$ cat src/rtl/ir_tick_gen_if.sv
// ir_tick_gen_if: control and strobe bundle for the IR timebase.
// The master side (controller/testbench) drives enable, restart and the
// runtime divisor; the slave side (ir_tick_gen) returns the registered strobes.
interface ir_tick_gen_if #(
    parameter int unsigned DIV_W = 11
);
    logic             In_Enable;
    logic             In_Restart;
    logic [DIV_W-1:0] In_Tick_Div;
    logic             Out_Tick;
    logic             Out_Carrier;
    logic             Out_Symbol;
    logic             Out_Symbol_Edge;

    modport master (
        output In_Enable, In_Restart, In_Tick_Div,
        input  Out_Tick, Out_Carrier, Out_Symbol, Out_Symbol_Edge
    );

    modport slave (
        input  In_Enable, In_Restart, In_Tick_Div,
        output Out_Tick, Out_Carrier, Out_Symbol, Out_Symbol_Edge
    );
endinterface

$ cat src/rtl/ir_tick_gen.sv
// ir_tick_gen: timebase for the IR transmit/receive path.
// Divides In_Clock into a one-cycle tick strobe, a 50 % duty carrier and a
// symbol-rate toggle with a matching edge strobe. All outputs are registered
// and meant to be used as clock enables downstream.
// Optional feature: define IR_TICK_GEN_RUNTIME_DIV_EN to load the tick divisor
// from In_Tick_Div on every restart; otherwise the divisor is TICK_DIV.
module ir_tick_gen #(
    parameter int unsigned TICK_DIV          = 174,
    parameter int unsigned DIV_W             = 11,
    parameter int unsigned TICKS_PER_CARRIER = 8,
    parameter int unsigned TICKS_PER_SYMBOL  = 64
) (
    input  logic            In_Clock,
    input  logic            In_Reset,
    ir_tick_gen_if.slave    bus
);

    localparam int unsigned CAR_HALF = TICKS_PER_CARRIER / 2;
    localparam int unsigned CAR_W    = (CAR_HALF > 1) ? $clog2(CAR_HALF) : 1;
    localparam int unsigned SYM_W    = (TICKS_PER_SYMBOL > 1) ? $clog2(TICKS_PER_SYMBOL) : 1;

    localparam logic [DIV_W-1:0] DIV_DEFAULT = DIV_W'(TICK_DIV);
    localparam logic [DIV_W-1:0] DIV_MIN     = DIV_W'(2);
    localparam logic [CAR_W-1:0] CAR_LAST    = CAR_W'(CAR_HALF - 1);
    localparam logic [SYM_W-1:0] SYM_LAST    = SYM_W'(TICKS_PER_SYMBOL - 1);

    logic [DIV_W-1:0] r_div_cnt;
    logic [CAR_W-1:0] r_car_cnt;
    logic [SYM_W-1:0] r_sym_cnt;
    logic             r_tick;
    logic             r_carrier;
    logic             r_symbol;
    logic             r_symbol_edge;

    logic [DIV_W-1:0] w_div;
    logic             w_div_last;
    logic             w_car_wrap;
    logic             w_sym_wrap;

`ifdef IR_TICK_GEN_RUNTIME_DIV_EN
    logic [DIV_W-1:0] r_div_reg;

    // Active divisor: captured on restart, with 0 and 1 clamped to 2 so a tick never needs zero cycles.
    always_ff @(posedge In_Clock or posedge In_Reset) begin
        if (In_Reset) begin
            r_div_reg <= DIV_DEFAULT;
        end else if (bus.In_Restart) begin
            r_div_reg <= (bus.In_Tick_Div < DIV_MIN) ? DIV_MIN : bus.In_Tick_Div;
        end
    end

    assign w_div = r_div_reg;
`else
    // Fixed divisor; the runtime divisor input is deliberately ignored.
    logic w_unused_div;
    assign w_unused_div = ^bus.In_Tick_Div;
    assign w_div        = DIV_DEFAULT;
`endif

    assign w_div_last = (r_div_cnt == (w_div - DIV_W'(1)));
    assign w_car_wrap = (r_car_cnt == CAR_LAST);
    assign w_sym_wrap = (r_sym_cnt == SYM_LAST);

    // Divider, carrier and symbol counters plus their registered outputs, in priority reset > restart > enable > hold.
    always_ff @(posedge In_Clock or posedge In_Reset) begin
        // NOTE: state is updated with non-blocking assignments so every counter
        // sees the pre-edge values of the others, matching the flop behaviour.
        if (In_Reset) begin
            r_div_cnt     <= '0;
            r_car_cnt     <= '0;
            r_sym_cnt     <= '0;
            r_tick        <= 1'b0;
            r_carrier     <= 1'b0;
            r_symbol      <= 1'b0;
            r_symbol_edge <= 1'b0;
        end else if (bus.In_Restart) begin
            r_div_cnt     <= '0;
            r_car_cnt     <= '0;
            r_sym_cnt     <= '0;
            r_tick        <= 1'b0;
            r_carrier     <= 1'b0;
            r_symbol      <= 1'b0;
            r_symbol_edge <= 1'b0;
        end else if (bus.In_Enable) begin
            if (w_div_last) begin
                r_div_cnt     <= '0;
                r_tick        <= 1'b1;
                r_car_cnt     <= w_car_wrap ? '0 : r_car_cnt + CAR_W'(1);
                r_sym_cnt     <= w_sym_wrap ? '0 : r_sym_cnt + SYM_W'(1);
                r_symbol_edge <= w_sym_wrap;
                if (w_car_wrap) begin
                    r_carrier <= ~r_carrier;
                end
                if (w_sym_wrap) begin
                    r_symbol <= ~r_symbol;
                end
            end else begin
                r_div_cnt     <= r_div_cnt + DIV_W'(1);
                r_tick        <= 1'b0;
                r_symbol_edge <= 1'b0;
            end
        end else begin
            // Paused: counters and levels hold so counting resumes without phase loss.
            r_tick        <= 1'b0;
            r_symbol_edge <= 1'b0;
        end
    end

    assign bus.Out_Tick        = r_tick;
    assign bus.Out_Carrier     = r_carrier;
    assign bus.Out_Symbol      = r_symbol;
    assign bus.Out_Symbol_Edge = r_symbol_edge;

endmodule

$ cat src/flat_wrapper.sv
// flat-port wrapper written by rule: the top's interface ports become plain ports
module ir_tick_gen_flat 
#(
    parameter int unsigned TICK_DIV          = 174,
    parameter int unsigned DIV_W             = 11,
    parameter int unsigned TICKS_PER_CARRIER = 8,
    parameter int unsigned TICKS_PER_SYMBOL  = 64
)
  (In_Clock, In_Reset, bus_In_Enable, bus_In_Restart, bus_In_Tick_Div, bus_Out_Tick, bus_Out_Carrier, bus_Out_Symbol, bus_Out_Symbol_Edge);
  ir_tick_gen_if #(.DIV_W(DIV_W)) bus_i ();
  input  logic In_Clock;
  input  logic In_Reset;
  input wire logic [$bits(bus_i.In_Enable)-1:0] bus_In_Enable;
  input wire logic [$bits(bus_i.In_Restart)-1:0] bus_In_Restart;
  input wire logic [$bits(bus_i.In_Tick_Div)-1:0] bus_In_Tick_Div;
  output wire logic [$bits(bus_i.Out_Tick)-1:0] bus_Out_Tick;
  output wire logic [$bits(bus_i.Out_Carrier)-1:0] bus_Out_Carrier;
  output wire logic [$bits(bus_i.Out_Symbol)-1:0] bus_Out_Symbol;
  output wire logic [$bits(bus_i.Out_Symbol_Edge)-1:0] bus_Out_Symbol_Edge;
  assign bus_i.In_Enable = bus_In_Enable;
  assign bus_i.In_Restart = bus_In_Restart;
  assign bus_i.In_Tick_Div = bus_In_Tick_Div;
  assign bus_Out_Tick = bus_i.Out_Tick;
  assign bus_Out_Carrier = bus_i.Out_Carrier;
  assign bus_Out_Symbol = bus_i.Out_Symbol;
  assign bus_Out_Symbol_Edge = bus_i.Out_Symbol_Edge;
  ir_tick_gen #(.TICK_DIV(TICK_DIV), .DIV_W(DIV_W), .TICKS_PER_CARRIER(TICKS_PER_CARRIER), .TICKS_PER_SYMBOL(TICKS_PER_SYMBOL)) u_core (.In_Clock(In_Clock), .In_Reset(In_Reset), .bus(bus_i));
endmodule
$ cat config.mk
export PLATFORM = sky130hd
export DESIGN_NAME = ir_tick_gen_flat
export DESIGN_NICKNAME = d
export VERILOG_FILES = /design/src/rtl/ir_tick_gen_if.sv /design/src/rtl/ir_tick_gen.sv /design/src/flat_wrapper.sv
export SDC_FILE = /design/constraint.sdc
export NUM_CORES = 1
export LEC_CHECK = 0
export CAP_MARGIN = 15
export CORE_MARGIN = 10
export CORE_UTILIZATION = 46
export DETAILED_ROUTE_END_ITERATION = 7
export GPL_TIMING_DRIVEN = 0
export HOLD_SLACK_MARGIN = 0.03
export PLACE_DENSITY = 0.79
export REMOVE_ABC_BUFFERS = 1
export SKIP_CTS_REPAIR_TIMING = 1
export SYNTH_ARGS = -nofsm -noshare
export SYNTH_HDL_FRONTEND = slang
export SYNTH_SLANG_ARGS = --single-unit
$ cat constraint.sdc
create_clock -name In_Clock -period 1.7 [get_ports In_Clock]
set_input_delay 0.34 -clock In_Clock [delete_from_list [all_inputs] [get_ports In_Clock]]
set_output_delay 0.34 -clock In_Clock [all_outputs]
set_load 0.02 [all_outputs]
==> flow_summary.ini <==
[timing]
fin_ws_ns = -0.121
slew_headroom_pct = 42.6
fin_crit_sh_pct = 107
setup_viol = 18
worst_hold_slack_ns = 0.496
report.final.slew_viol_count = 0
skew_ns = 0.00160
tightestPinTransition_ns = 0.860
rsz0062_at_grt = yes
min_period_ns = 1.82
hold_violations = 0
fmax_mhz = 549

[clocking]
cts.clk_slew.worst_paths_ns = 0.12
clockBufferDepth = 2
root_buffer = clkbuf_4
cts_inserted_buffers = 3
cts_tree = done
cts-htree-levels = 1
cts_sinks = 23
clk_latency_ns = 0.30

[cells_and_area]
final_nets = 152
register_area_um2 = 578
multiInputGateArea_um2 = 647
antenna_cells = 0
syn2layout_area_growth_pct = 18.1
fill_cells = 224
final_layout_size_suffix_gt1_share_pct = 18.2

[route]
ant_nets = 0
drt-total-wl_um = 2390
dr.first_iter.drc_count = 59
firstDrtPassIters = 4
drc = 0
vias = 896
vias_per_cell = 5.53
wl_per_cell_um = 14.8

[logic_synthesis]
synth_most_common_cell = dfrtp_1
yosysWarnings = 0
yosys.area.top_type_share_pct = 47.9
synth_area_per_cell_um2 = 10.0
netlist_top_cells_area = dfrtp_1 (48%), nor2_1 (5.0%), xor2_1 (4.4%), a21oi_1 (4.2%), ha_1 (4.2%)
synth-seq-area-share_pct = 47.9
synth_flop_cell = dfrtp_1
synth_area_mm2 = 0.00120
synth-edff-count = 0
synthArstFlopShare_pct = 100
ys_seq_elements = 23
synth.largest_area_cell = dfrtp_1
synth_common_cells = dfrtp_1 (23), nor2_1 (16), a21oi_1 (10), nand2_1 (8)
synthDistinctLibCells = 32
netlist_instances = 120

[placed_design]
place_hpwl_um = 1510
portBuffers = 7
globalplace.congestion = 0.847

[floorplanning]
io_pins = 19
design.core.area_mm2 = 0.00248
die_x_um = 71.1
fp.dieH_um = 71.1
initial_core_util_pct = 48.5
row_count = 18
dieArea_mm2 = 0.00506

[pwr]
p_leak_nw = 0.636
ir_worst_vdd_v = 0.000683
combPwrFrac_pct = 6.0
power.share.clock_pct = 28.8
switching_power_mw = 0.196
p_total_mw = 0.856
power_density_mw_per_mm2 = 604
pwr-share-seq_pct = 65.2
swShare_pct = 22.9
p_int_mw = 0.660

[min_path]
holdCritPathClass = in2async

[critical_path]
cp_data_required_time_ns = 1.94
start_kind = flop
cp_data_arrival_time_ns = 2.06
critPathKind = reg2reg
endpoint_kind = flop
crit_fanout = 4

[outcome]
violations = setup timing
status = complete, but fails checks

[global_route]
grt_pass1_wl_um = 3680
grt_pass1_vias = 821
grt_max_degree = 24
grt_usage_pct = 8.64
antenna_found_initial = 0
overflow = 0

[run]
maxCapViolCount = 0
==> routing by layer <==
| metal | GRT usage (%) | share of wire [%] | vias to the layer above |
|---|---|---|---|
| met5 | 0 | 0 | - |
| met1 | 9.77 | 44 | 434 |
| met4 | 1.94 | 1.7 | 0 |
| met2 | 14.3 | 49 | 13 |
| met3 | 4.18 | 5.3 | 4 |
| li1 | - | - | 445 |
==> placed cells by master, fill, tap and decap left out, drive strengths merged <==
cell type / netlist / routed
dlymetal6s2s: 0 / 3
nand2: 8 / 8
xor2: 6 / 6
nor2: 16 / 16
nor3: 2 / 2
o21ai: 5 / 5
o2111ai: 1 / 1
and3: 1 / 1
o32ai: 1 / 1
and4: 2 / 2
nand3: 4 / 4
or2b: 1 / 1
inv: 6 / 6
clkdlybuf4s50: 0 / 4
and4bb: 1 / 1
ha: 4 / 4
buf: 3 / 4
nor4b: 1 / 1
dfrtp: 23 / 23
and2: 2 / 2
clkbuf: 2 / 4
mux2i: 2 / 2
a31oi: 1 / 1
xnor2: 4 / 4
nand4: 5 / 7
a21oi: 10 / 10
or3b: 3 / 3
o211a: 1 / 1
or3: 5 / 5
==> registers in the layout, summed over array words and instances, names as in the netlist <==
| register | cells |
|---|---|
| u_core.r_sym_cnt | 6 |
| u_core.bus.Out_Symbol | 1 |
| u_core.r_div_cnt | 11 |
| u_core.bus.Out_Symbol_Edge | 1 |
| u_core.r_car_cnt | 2 |
| u_core.bus.Out_Carrier | 1 |
| u_core.bus.Out_Tick | 1 |
==> worst max-delay path: stages (launching register included) <==
cell and delay [ns]:
dfrtp_2 0.46, nor4b_4 0.41, buf_4 0.21, nand4_4 0.12, or3b_4 0.44, a21oi_2 0.12
==> cells by family (layout without fill, tap and decap cells) <==
group	after synthesis	in the layout	share of synthesized area, %
AND/OR/NAND/NOR	51	53	25.6
flip-flops	23	23	47.9
AO/OA/AOI/OAI	19	19	9.06
buffers and inverters	11	21	4.27
XOR/XNOR	10	10	7.29
adder cells (fa/ha/maj)	4	4	4.17
multiplexers	2	2	1.67
==> cell type report <==
| type | instances | area share [%] |
|---|---|---|
| clock buffers | 4 | 1.85 |
| inverters | 6 | 1.59 |
| multi-input cells | 88 | 45.6 |
| flip-flops and latches | 23 | 40.7 |
| well taps | 30 | 2.65 |
| repair buffers | 11 | 7.58 |
==> final timing paths <==
kind / from / endpoint / slack (ns) / depth (start not counted)
hold reg to reg: u_core.r_car_cnt[1] / u_core.r_car_cnt[1] / 0.56 / 2
hold / removal: In_Reset / u_core.r_car_cnt[1] / 0.50 / 2
setup reg to reg: u_core.r_div_cnt[6] / u_core.r_sym_cnt[3] / -0.12 / 5
setup / recovery: u_core.r_div_cnt[6] / u_core.r_sym_cnt[3] / -0.12 / 5
min in group In_Clock: u_core.r_car_cnt[1] / u_core.r_car_cnt[1] / 0.56 / 2
max in group asynchronous: In_Reset / u_core.r_div_cnt[6] / 0.62 / 2
==> power groups by stage <==
stage	clock network (mW)	logic [mW]	registers [mW]
final	0.246	0.0514	0.558
after global routing	0.283	0.0583	0.560
after CTS	0.257	0.0491	0.558
after detailed placement	0	0.0494	0.568
after global placement	0	0.0464	0.568
after floorplan	0	0.0261	0.567
==> stage by stage <==
stage	TNS [ns]	cells	instance area (um^2)	setup slack [ns]	util, %
after floorplan	0	115	1170	0.0171	-
after global placement	-4.44	152	1280	-0.419	51.7
after detailed placement	-5.17	152	1280	-0.421	51.7
after CTS	-2.04	156	1310	-0.195	52.7
after global routing	-2.74	162	1420	-0.208	57.3
final	-0.491	162	1420	-0.121	57.3
Power figures use the tool's default switching activity.
